<file path="src/rtl/dec2e_scan_ctrl_if.sv">
// Signal bundle between the scan controller and its Dec2E decoder / bookkeeping consumer.
// The master side is the controller: it takes the run request and drives the decoder controls.
interface dec2e_scan_ctrl_if #(
  parameter int unsigned FCNT_W = 8
);
  logic              en;
  logic              A0;
  logic              E;
  logic              frame_tick;
  logic [FCNT_W-1:0] frame_cnt;

  modport master (input en, output A0, E, frame_tick, frame_cnt);
  modport slave  (output en, input A0, E, frame_tick, frame_cnt);
endinterface

</file>
<file path="src/rtl/dec2e_scan_ctrl.sv">
// Time-multiplexing driver for a 2-output enabled decoder: alternates A0 with a dwell of E=1
// separated by blanking gaps of E=0, and counts completed frames (address 0 then address 1).
module dec2e_scan_ctrl #(
  parameter int unsigned DWELL  = 100,
  parameter int unsigned BLANK  = 4,
  parameter int unsigned FCNT_W = 8
) (
  input logic              clk,
  input logic              rst,
  dec2e_scan_ctrl_if.master scan
);

  typedef enum logic [1:0] {
    S_IDLE  = 2'd0,
    S_BLANK = 2'd1,
    S_DRIVE = 2'd2
  } state_t;

  localparam logic [15:0] DWELL_LAST = 16'(DWELL - 1);
  localparam logic [15:0] BLANK_LAST = (BLANK > 0) ? 16'(BLANK - 1) : '0;
  localparam state_t      START_ST   = (BLANK == 0) ? S_DRIVE : S_BLANK;

  state_t            state_q, state_d;
  logic [15:0]       cnt_q, cnt_d;
  logic              a0_q, a0_d;
  logic              e_q, e_d;
  logic              tick_q, tick_d;
  logic [FCNT_W-1:0] fcnt_q, fcnt_d;

  always_ff @(posedge clk) begin
    if (rst) begin
      state_q <= S_IDLE;
      cnt_q   <= '0;
      a0_q    <= 1'b0;
      e_q     <= 1'b0;
      tick_q  <= 1'b0;
      fcnt_q  <= '0;
    end else begin
      state_q <= state_d;
      cnt_q   <= cnt_d;
      a0_q    <= a0_d;
      e_q     <= e_d;
      tick_q  <= tick_d;
      fcnt_q  <= fcnt_d;
    end
  end

  always_comb begin
    state_d = state_q;
    cnt_d   = cnt_q;
    a0_d    = a0_q;
    tick_d  = 1'b0;
    fcnt_d  = fcnt_q;
    unique case (state_q)
      S_IDLE: begin
        cnt_d = '0;
        a0_d  = 1'b0;
        if (scan.en) state_d = START_ST;
      end
      S_BLANK: begin
        if (!scan.en) begin
          state_d = S_IDLE;
          cnt_d   = '0;
          a0_d    = 1'b0;
        end else if (cnt_q == BLANK_LAST) begin
          state_d = S_DRIVE;
          cnt_d   = '0;
        end else begin
          cnt_d = cnt_q + 16'd1;
        end
      end
      S_DRIVE: begin
        if (!scan.en) begin
          state_d = S_IDLE;
          cnt_d   = '0;
          a0_d    = 1'b0;
        end else if (cnt_q == DWELL_LAST) begin
          // End of dwell: swap address; leaving address 1 closes a frame.
          state_d = START_ST;
          cnt_d   = '0;
          a0_d    = ~a0_q;
          if (a0_q) begin
            tick_d = 1'b1;
            fcnt_d = fcnt_q + 1'b1;
          end
        end else begin
          cnt_d = cnt_q + 16'd1;
        end
      end
      default: begin
        state_d = S_IDLE;
        cnt_d   = '0;
        a0_d    = 1'b0;
      end
    endcase
    // E is a registered decode of the next state, so it tracks state_q one-for-one.
    e_d = (state_d == S_DRIVE);
  end

  assign scan.A0         = a0_q;
  assign scan.E          = e_q;
  assign scan.frame_tick = tick_q;
  assign scan.frame_cnt  = fcnt_q;

endmodule

</file>
<file path="src/flat_wrapper.sv">
// flat-port wrapper written by rule: the top's interface ports become plain ports
module dec2e_scan_ctrl_flat 
#(
  parameter int unsigned DWELL  = 100,
  parameter int unsigned BLANK  = 4,
  parameter int unsigned FCNT_W = 8
)
  (clk, rst, scan_en, scan_A0, scan_E, scan_frame_tick, scan_frame_cnt);
  dec2e_scan_ctrl_if #(.FCNT_W(FCNT_W)) scan_i ();
  input logic clk;
  input logic rst;
  input wire logic [$bits(scan_i.en)-1:0] scan_en;
  output wire logic [$bits(scan_i.A0)-1:0] scan_A0;
  output wire logic [$bits(scan_i.E)-1:0] scan_E;
  output wire logic [$bits(scan_i.frame_tick)-1:0] scan_frame_tick;
  output wire logic [$bits(scan_i.frame_cnt)-1:0] scan_frame_cnt;
  assign scan_i.en = scan_en;
  assign scan_A0 = scan_i.A0;
  assign scan_E = scan_i.E;
  assign scan_frame_tick = scan_i.frame_tick;
  assign scan_frame_cnt = scan_i.frame_cnt;
  dec2e_scan_ctrl #(.DWELL(DWELL), .BLANK(BLANK), .FCNT_W(FCNT_W)) u_core (.clk(clk), .rst(rst), .scan(scan_i));
endmodule
</file>
<file path="config.mk">
export PLATFORM = sky130hd
export DESIGN_NAME = dec2e_scan_ctrl_flat
export DESIGN_NICKNAME = d
export VERILOG_FILES = /design/src/rtl/dec2e_scan_ctrl_if.sv /design/src/rtl/dec2e_scan_ctrl.sv /design/src/flat_wrapper.sv
export SDC_FILE = /design/constraint.sdc
export NUM_CORES = 1
export LEC_CHECK = 0
export BUFFER_PORTS_ARGS = -buffer_cell sky130_fd_sc_hd__buf_2
export CAP_MARGIN = 20
export CORE_MARGIN = 1.5
export CORE_UTILIZATION = 40
export CTS_BUF_LIST = sky130_fd_sc_hd__clkbuf_8
export CTS_CLUSTER_DIAMETER = 50
export DETAILED_ROUTE_END_ITERATION = 8
export PLACE_DENSITY = 0.54
export SYNTH_ARGS = -nofsm -noshare
export SYNTH_HDL_FRONTEND = slang
export SYNTH_SLANG_ARGS = --single-unit
export TNS_END_PERCENT = 50
</file>
<file path="constraint.sdc">
create_clock -name clk -period 6.6 [get_ports clk]
set_clock_uncertainty 0.15 [all_clocks]
set_input_delay 0.33 -clock clk [delete_from_list [all_inputs] [get_ports clk]]
set_output_delay 0.33 -clock clk [all_outputs]
set_load 0.01 [all_outputs]
</file>
==> results.md, run 1 <==
- Status: completed
- DR pass1 iterations: 4
- Worst Path Arrival: 2.70 ns
- Met1 wire length: 1529 microns
- Synth async-reset ratio: 0%
- Antenna-violating nets left: 0
- Fmax: 377.8 MHz
- Total power per unit cell area: 235.8 nW/um^2
- R2R cell count: 5
- CTS sink count: 29
- Clk Latency, worst-skew pair: 0.28 ns
- DR vias: 1349
- Min-Delay Path Class: primary input to flip-flop
- Initial antenna violation count: 0
- CTS max path bufs: 2
- RSZ-0062 raised after global routing: false
- Die Wd: 64.50 microns
- Drt total wl: 3236 microns
- Reg clk slew, reported paths: 0.07 ns
- Final period util: 40.10%
- Root buffer cell: clkbuf_8
- Gr usage total: 17.19%
- Footprint of the multi-input gates: 858.3 sq um
- Netlist cell types: 39
- DRC marker count from the first detailed-route iteration: 50
- # setup viols final: 0
- Mapped Cells: 177
- Layout cells sized above 1: 14.66%
- # placed instances: 230
- CP Capture Type: flip-flop
- Worst setup path class: flip-flop to flip-flop
- Via-to-Cell Ratio: 5.644
- Post-CTS Setup Repair Bufs: 0
- Total core area: about 3600 sq um
- Leakage power: about 0.00059 uW
- Yosys warnings: 0
- Max Slew Vio Count: 0
- Syn avg cell area: 8.546 sq um
- Critical Path RT: around 6.7 ns
- Vias in the first global route: 1268
- Post-synth EDFFs: 0
- Pin count of the biggest net entering global routing: 17
- FP Rows: 22
- Final hold viol count: 0
- CTS Hold Bufs: 0
- Main synth FF type: dfxtp_1
- Total die area: 4160 sq um
- Total length of routed met3 wires: 114 microns
- Maximum vdd drop: approximately 0.00011 V
- Syn Nets: 186
- Die height: ~64 microns
- Synthesized area: ~1500 sq um
- PnR Total Power: 406.5 uW
- Max Fanout on Critical Path: 8
- Relative slew slack: 44.20%
- Final setup TNS: 0 ns
- Hpwl dp: 2308 microns
- Port-buffer cells: 13
- Post-route DRC: 0
- Register area: 580.6 sq um
- Number of antenna diodes: 0
- Max_cap viols: 0
- Starting Density: a little over two fifths
- CTS buffer count: 5
- RePlAce Congestion: 0.7875
- First-pass GRT wire length: 5609 microns
- Startpoint Class: flip-flop
- CTS tree: done
- Wire length on met2: between 1500 and 2000 microns
- Grt ovf: 0
- Fill count: 372
- Post_cts resized: 0
- Top routing layer in use: met4
- Sequential element share of the synthesized area: 38.38%
- H-tree depth: 2
- WL per Instance: between 10 and 15 microns
- Synth-to-Final Area Change: 13.98%
- IO Pins: 14
- Min Clock Period, post-route: 2.647 ns
- Worst-Margin Slew: 0.8253 ns
- Hold Path Depth: 2
- Non-Filler Instances: 239
- FF+latch count, synth: 29
- # nets final: 199
## cells in the final DEF, fill, tap and decap left out, types with 6 or more instances in the layout
| cell | instances |
|---|---|
| a21oi_1 | 14 |
| nor2_1 | 18 |
| dfxtp_1 | 29 |
| nand4_1 | 7 |
| ha_1 | 6 |
| buf_2 | 13 |
| nor3_1 | 7 |
| or4_1 | 6 |
| nand2_1 | 9 |
| nand3_1 | 12 |
| xnor2_1 | 6 |
## cell families (layout without fill, tap and decap cells)
group,count (synthesis),after routing,share of synthesized area [%]
AOI/OAI and AO/OA,35,35,14.89
xor gates and xnor gates,11,11,6.369
adders and majority gates,6,6,4.963
buffers and inverters,13,27,4.880
DFF,29,29,38.38
and+or+nand+nor,83,83,30.52
## final cells by class
cell class | instances | area share [%]
inverter | 5 | 1.089
clock inverter | 3 | 3.774
clock buffer | 5 | 3.991
tap | 48 | 3.483
timing repair buffer | 14 | 4.209
multi-input combinational | 135 | 49.78
sequential | 29 | 33.67
## path summary, 6_finish.rpt
path | start | end | slack [ns]
worst max-delay path | u_core.cnt_q[0] | u_core.scan.frame_cnt[7] | 3.95
worst min-delay path | rst | u_core.scan.frame_cnt[6] | 0.24
worst max register to register | u_core.cnt_q[0] | u_core.scan.frame_cnt[7] | 3.95
worst min register to register | u_core.cnt_q[0] | u_core.cnt_q[0] | 0.31
## synthesized netlist by cell type, drive strengths merged, types with 3 or more instances
cell type | number | share of area [%]
or3 | 6 | 2.6
nor4 | 5 | 2.1
nand2 | 9 | 2.2
inv | 5 | 1.2
clkbuf | 3 | 1.4
a31oi | 3 | 1.2
nor3 | 7 | 2.3
or4 | 7 | 3.7
buf | 4 | 1.7
o31ai | 5 | 2.5
xnor2 | 6 | 3.5
nand3 | 12 | 4.0
a21oi | 14 | 4.6
nor2 | 18 | 4.5
xor2 | 5 | 2.9
ha | 6 | 5.0
o21ai | 5 | 1.7
dfxtp | 29 | 38
nand4 | 7 | 2.9
and3 | 4 | 1.7
## worst max-delay path, stage by stage (launching register included)
cell	delay, ns
dfxtp_1	0.36
ha_1	0.24
nor4b_1	0.70
nand3_1	0.38
or4_1	0.58
a21oi_1	0.18
## state kept, by name, indices dropped and copies added, names as in the netlist
name                    count
u_core.scan.A0              1
u_core.cnt_q               16
u_core.scan.E               1
u_core.state_q              2
u_core.scan.frame_cnt       8
u_core.scan.frame_tick      1
## stage by stage
stage	worst slack (ns)	area [sq um]	hold slack, ns	util [%]
floorplan	4.295	1513	0.2675	-
finish	3.953	1724	0.2370	47.45
CTS	3.706	1717	0.2213	47.25
global placement	3.917	1583	0.2833	43.56
global route	3.826	1724	0.2252	47.45
detailed placement	3.735	1583	0.3001	43.56
## metal layers
layer	vias up	GRT usage [%]
met1	639	20.46
met2	21	29.17
met3	4	5.208
met5	-	0
li1	685	-
met4	0	6.383
## power by group
group	switching [uW]	leakage, uW	internal (uW)
clock	68.4	0.0000681	150
sequential	1.03	0.000234	176
combinational	6.86	0.000287	4.66
total	76.3	0.000589	330
No activity file was read; power rests on OpenSTA's default activity.
==> inputs of run 2 (changes only) <==
==> constraint.sdc (replaced) <==
create_clock -name clk -period 2.7 [get_ports clk]
set_clock_uncertainty 0.15 [all_clocks]
set_input_delay 0.135 -clock clk [delete_from_list [all_inputs] [get_ports clk]]
set_output_delay 0.135 -clock clk [all_outputs]
set_load 0.01 [all_outputs]
==> results.md, run 2 (same netlist as run 1, synthesis figures left out) <==
- CTS sink count: 29 (unchanged)
- Met2 usage: 30.21% (+1.0 points)
- Maximum vdd drop: 0.0002447 V (+120%)
- Die height: 64.50 microns (unchanged)
- Startpoint Class: flip-flop
- CTS tree: done
- Status: completed
- Clk Latency, worst-skew pair: 0.29 ns (about the same)
- Max stage delay on crit path: 0.64 ns (-0.06 ns)
- DR vias: 1396 (+3.5%)
- Hold Path Depth: 2 (unchanged)
- Relative slew slack: 55.64% (+11 points)
- Max Fanout on Critical Path: 6 (-2)
- Gr usage total: 18.47% (+1.3 points)
- Total core area: 3633 sq um (unchanged)
- Die Wd: 64.50 microns (unchanged)
- Critical Path RT: 2.77 ns (-3.89 ns)
- Worst Path Arrival: 2.48 ns (-0.22 ns)
- Starting Density: 41.63% (unchanged)
- Final setup TNS: 0 ns (unchanged)
- FP Rows: 22 (unchanged)
- Pin count of the biggest net entering global routing: 17 (unchanged)
- Most frequent cells in the layout: 29 x dfxtp_1, 18 x nor2_1, 14 x a21oi_1
- Crit-path cells: or4_1 -> or4_4 -> or4_1 -> a21oi_1
- Most common cell after layout, fill and taps aside: dfxtp_1
- Max FFs per register: 16 (unchanged)
- DR pass1 iterations: 4 (unchanged)
- Fmax: 416.0 MHz (+10%)
- Switching Power: 183.9 uW (+140%)
- Min Clock Period, post-route: 2.404 ns (-0.2428 ns)
- CTS buffer count: 5 (unchanged)
- Most repeated library cell on the critical path: or4_1
- Post_cts resized: 0 (unchanged)
- H-tree depth: 2 (unchanged)
- Max_cap viols: 0 (unchanged)
- Worst setup path class: flip-flop to flip-flop
- Grt ovf: 0 (unchanged)
- Layout cells sized above 1: 13.99% (-0.67 points)
- Worst-Margin Slew: 0.6593 ns (-0.1661 ns)
- Vias in the first global route: 1285 (+1.3%)
- Slowest CP cell: or4_1
- R2R cell count: 4 (-1)
- Most flop-heavy register: u_core.cnt_q
- Comb power frac: 3.5% (+0.7 points)
- Synth-to-Final Area Change: 11.41%
- Flop pwr share: 54.3% (+11 points)
- Gr busiest metal: met2
- Root buffer cell: clkbuf_8
- Final period util: 89.03% (+49 points)
- # setup viols final: 0 (unchanged)
- Min-Delay Path Class: primary input to flip-flop
- Sw frac: 23.10% (+4.3 points)
- Via-to-Cell Ratio: 5.793 (+2.6%)
- Fill count: 388 (+4.3%)
- DRC marker count from the first detailed-route iteration: 106 (+110%)
- Global-route met1 utilization: 22.04% (+1.6 points)
- Drt total wl: 3327 microns (+2.8%)
- Max Slew Vio Count: 0 (unchanged)
- CTS Hold Bufs: 0 (unchanged)
- Met3 Resource Use GR: 4.167% (-1.0 points)
- Number of antenna diodes: 0 (unchanged)
- Leakage power: 0.0005833 uW (-0.90%)
- Reg clk slew, reported paths: 0.06 ns (about the same)
- IO Pins: 14 (unchanged)
- RSZ-0062 raised after global routing: false
- Post-route DRC: 0 (unchanged)
- RePlAce Congestion: 0.8506 (+8.0%)
- Internal power: 612.2 uW (+85%)
- Clock power frac: 42.2% (-12 points)
- First-pass GRT wire length: 5865 microns (+4.6%)
- Hpwl dp: 2335 microns (+1.2%)
- CP Capture Type: flip-flop
- Antenna-violating nets left: 0 (unchanged)
- Port-buffer cells: 13 (unchanged)
- Min setup slack post-route: 0.2962 ns (-3.657 ns)
- Worst slack, placed: 0.3023 ns (-3.433 ns)
- Post-CTS Setup Repair Bufs: 0 (unchanged)
- WL per Instance: 13.80 microns (+2.0%)
- Total die area: 4160 sq um (unchanged)
- Total power per unit cell area: 472.4 nW/um^2 (+100%)
- CTS max path bufs: 2 (unchanged)
- Final hold viol count: 0 (unchanged)
- Initial antenna violation count: 0 (unchanged)
- # nets final: 201 (+1.0%)
==> run 2: cell count changes in the layout (fill, tap and decap cells not counted), sizes merged <==
| cell | change |
|---|---|
| buf | +2 |
| bufinv | -2 |
| inv | +3 |
| clkinv | -1 |
==> run 2: critical path: cells and delay by family (launching register included) <==
| kind | cells | cell delay (ns) |
|---|---|---|
| AO/OA/AOI/OAI | 1 | 0.15 |
| flip-flops | 1 | 0.34 |
| AND/OR/NAND/NOR | 3 | 1.71 |
==> run 2: worst paths after layout <==
check	from	endpoint	slack, ns
max	u_core.cnt_q[12]	u_core.scan.frame_cnt[7]	0.30
min	rst	u_core.scan.frame_cnt[2]	0.04
max reg2reg	u_core.cnt_q[12]	u_core.scan.frame_cnt[7]	0.30
min reg2reg	u_core.cnt_q[0]	u_core.cnt_q[0]	0.30
==> run 2: power by group through the flow <==
| stage | sequential [uW] | combinational, uW | clock, uW |
|---|---|---|---|
| after detailed placement | 442 | 27.9 | 0 |
| final | 432 | 28.1 | 336 |
| after CTS | 432 | 28.3 | 347 |
| after floorplan | 441 | 22.6 | 0 |
| after global placement | 441 | 27.5 | 0 |
| after global routing | 432 | 31.7 | 367 |
==> run 2: metal layers <==
layer	wire length, microns	up-vias
met2	1569	39
li1	-	690
met3	131	11
met1	1513	656
met5	0	-
met4	112	0
==> run 2: stage by stage <==
step / power, uW / util [%] / cells / instance area [sq um] / hold slack (ns)
global placement: 469.0 / 44.18 / 233 / 1605 / 0.2785
finish: 796.2 / 46.38 / 241 / 1685 / 0.03864
CTS: 807.4 / 46.38 / 241 / 1685 / 0.04000
detailed placement: 469.5 / 44.18 / 233 / 1605 / 0.2983
global route: 830.2 / 46.38 / 241 / 1685 / 0.06347
floorplan: 463.6 / - / 177 / 1513 / 0.2086
==> run 2: cell type report <==
| cell class | instances | area, sq um | share of cell area (%) |
|---|---|---|---|
| Clock buffer | 5 | 68.82 | 4.083 |
| Clock inverter | 3 | 11.26 | 0.6682 |
| Inverter | 5 | 18.77 | 1.114 |
| Multi-Input combinational cell | 135 | 858.3 | 50.93 |
| Sequential cell | 29 | 580.6 | 34.45 |
| Tap cell | 48 | 60.06 | 3.563 |
| Timing Repair Buffer | 16 | 87.58 | 5.197 |
==> inputs of run 3 (changes only) <==
--- a/config.mk
+++ b/config.mk
@@ -5,14 +5,14 @@
 export SDC_FILE = /design/constraint.sdc
 export NUM_CORES = 1
 export LEC_CHECK = 0
-export BUFFER_PORTS_ARGS = -buffer_cell sky130_fd_sc_hd__buf_2
 export CAP_MARGIN = 20
 export CORE_MARGIN = 1.5
 export CORE_UTILIZATION = 40
 export CTS_BUF_LIST = sky130_fd_sc_hd__clkbuf_8
 export CTS_CLUSTER_DIAMETER = 50
 export DETAILED_ROUTE_END_ITERATION = 8
-export PLACE_DENSITY = 0.54
+export DONT_BUFFER_PORTS = 1
+export PLACE_DENSITY = 0.51
 export SYNTH_ARGS = -nofsm -noshare
 export SYNTH_HDL_FRONTEND = slang
 export SYNTH_SLANG_ARGS = --single-unit
==> results.md, run 3 (same netlist as run 1, synthesis figures left out) <==
- Most flop-heavy register: u_core.cnt_q
- # nets final: 190 (-5.5%)
- Final hold viol count: 0 (unchanged)
- Starting Density: 41.63% (unchanged)
- Number of antenna diodes: 0 (unchanged)
- Die Wd: 64.50 microns (unchanged)
- Total core area: 3633 sq um (unchanged)
- Leakage power: 0.0005242 uW (-10%)
- Final period util: 88.58% (-0.45 points)
- Clk Latency, worst-skew pair: 0.28 ns (about the same)
- CTS buffer count: 5 (unchanged)
- CTS tree: done
- Worst setup path class: flip-flop to flip-flop
- Crit. Startpoint: u_core.cnt_q[12]
- First-pass GRT wire length: 5623 microns (-4.1%)
- Max stage delay on crit path: 0.63 ns (about the same)
- Fmax: 418.1 MHz (+0.51%)
- Min Clock Period, post-route: 2.392 ns (-0.01214 ns)
- Startpoint Class: flip-flop
- Most frequent cells in the layout: 29 x dfxtp_1, 18 x nor2_1, 14 x a21oi_1
- Drt total wl: 3284 microns (-1.3%)
- WL per Instance: 14.34 microns (+3.9%)
- CTS sink count: 29 (unchanged)
- Port-buffer cells: 0 (-13)
- Crit-path cells: or4_1 -> or4_4 -> or4_1 -> a21oi_1
- Max FFs per register: 16 (unchanged)
- Total power per unit cell area: 533.8 nW/um^2 (+13%)
- DR vias: 1323 (-5.2%)
- Min-Delay Path Class: primary input to flip-flop
- Antenna-violating nets left: 0 (unchanged)
- DR pass1 iterations: 4 (unchanged)
- Min setup slack post-route: 0.3083 ns (+0.01214 ns)
- Max Slew Vio Count: 0 (unchanged)
- Initial antenna violation count: 0 (unchanged)
- Synth-to-Final Area Change: 10.01%
- Pin count of the biggest net entering global routing: 17 (unchanged)
- Post_cts resized: 0 (unchanged)
- Reg clk slew, reported paths: 0.06 ns (about the same)
- Critical Path RT: 2.76 ns (about the same)
- # setup viols final: 0 (unchanged)
- Gr usage total: 17.55% (-0.92 points)
- Vias in the first global route: 1227 (-4.5%)
- Grt ovf: 0 (unchanged)
- RSZ-0062 raised after global routing: false
- Maximum vdd drop: 0.0003172 V (+30%)
- DRC marker count from the first detailed-route iteration: 130 (+23%)
- Max Fanout on Critical Path: 6 (unchanged)
- Hpwl dp: 2358 microns (+0.97%)
- Worst slack, placed: 0.3161 ns (+0.01377 ns)
- Reg-to-reg startpoint: u_core.cnt_q[12]
- Max_cap viols: 0 (unchanged)
- Post-route DRC: 0 (unchanged)
- Via-to-Cell Ratio: 5.777 (-0.26%)
- Die height: 64.50 microns (unchanged)
- H-tree depth: 2 (unchanged)
- Most repeated library cell on the critical path: or4_1
- Relative slew slack: 59.54% (+3.9 points)
- Slowest CP cell: or4_1
- RePlAce Congestion: 0.8529 (+0.27%)
- FP Rows: 22 (unchanged)
- Final setup TNS: 0 ns (unchanged)
- CP Capture Type: flip-flop
- Root buffer cell: clkbuf_8
- IO Pins: 14 (unchanged)
- Hold Crit Start: scan_en
- R2R cell count: 4 (unchanged)
- Worst-Margin Slew: 0.6023 ns (-0.05697 ns)
- Most common cell after layout, fill and taps aside: dfxtp_1
- Hold Path Depth: 3 (+1)
- CTS max path bufs: 2 (unchanged)
- Total die area: 4160 sq um (unchanged)
- Worst Path Arrival: 2.46 ns (-0.02 ns)
- Status: completed
- Layout cells sized above 1: 8.840% (-5.1 points)
==> run 3: cell count changes in the layout (fill, tap and decap cells not counted) <==
| cell | previous run | this run |
|---|---|---|
| bufinv_16 | 0 | 1 |
| clkinv_2 | 0 | 1 |
| dlygate4sd3_1 | 0 | 2 |
| inv_1 | 8 | 5 |
| buf_2 | 13 | 0 |
==> run 3: cell type report <==
cell class                      count  area (sq um)
Timing Repair Buffer                5         42.54
Clock inverter                      2         35.03
Multi-Input combinational cell    135         858.3
Inverter                            5         18.77
Fill cell                         379          1969
Clock buffer                        5         68.82
Tap cell                           48         60.06
Sequential cell                    29         580.6
==> run 3: worst paths after layout <==
path	to	slack, ns
max	u_core.scan.frame_cnt[7]	0.31
min	u_core.scan.A0	0.007
max reg2reg	u_core.scan.frame_cnt[7]	0.31
min reg2reg	u_core.cnt_q[0]	0.29
==> run 3: stage by stage <==
| step | hold WS, ns | cell area, sq um | instances | util, % | total power (uW) |
|---|---|---|---|---|---|
| finish | 0.007148 | 1664 | 229 | 45.80 | 888.3 |
| global route | 0.04311 | 1664 | 229 | 45.80 | 921.2 |
| CTS | 0.008262 | 1664 | 229 | 45.80 | 896.7 |
| detailed placement | 0.05834 | 1540 | 220 | 42.39 | 463.8 |
| global placement | 0.05690 | 1540 | 220 | 42.39 | 463.3 |
| floorplan | 0.2086 | 1513 | 177 | - | 463.6 |
==> run 3: routing by layer <==
| layer | GRT usage [%] | wire, microns |
|---|---|---|
| met5 | 0 | 0 |
| met4 | 8.777 | 59 |
| met3 | 5.729 | 130 |
| met2 | 27.99 | 1574 |
| met1 | 21.17 | 1519 |
==> run 3: report_power, final <==
part,switching [uW],internal [uW]
Clock,160,268
Sequential,2.67,430
Combinational,15.7,12.5
Total,179,710
==> run 3: what timing repair did <==
item,CTS,global route
buffers inserted,0,0
hold buffers,2,0
hold endpoints to repair,12,0
==> run 3: critical path: cells and delay by family (launching register included) <==
| family | cells | cell delay (ns) |
|---|---|---|
| AOI/OAI and AO/OA | 1 | 0.14 |
| DFF | 1 | 0.34 |
| and+or+nand+nor | 3 | 1.69 |
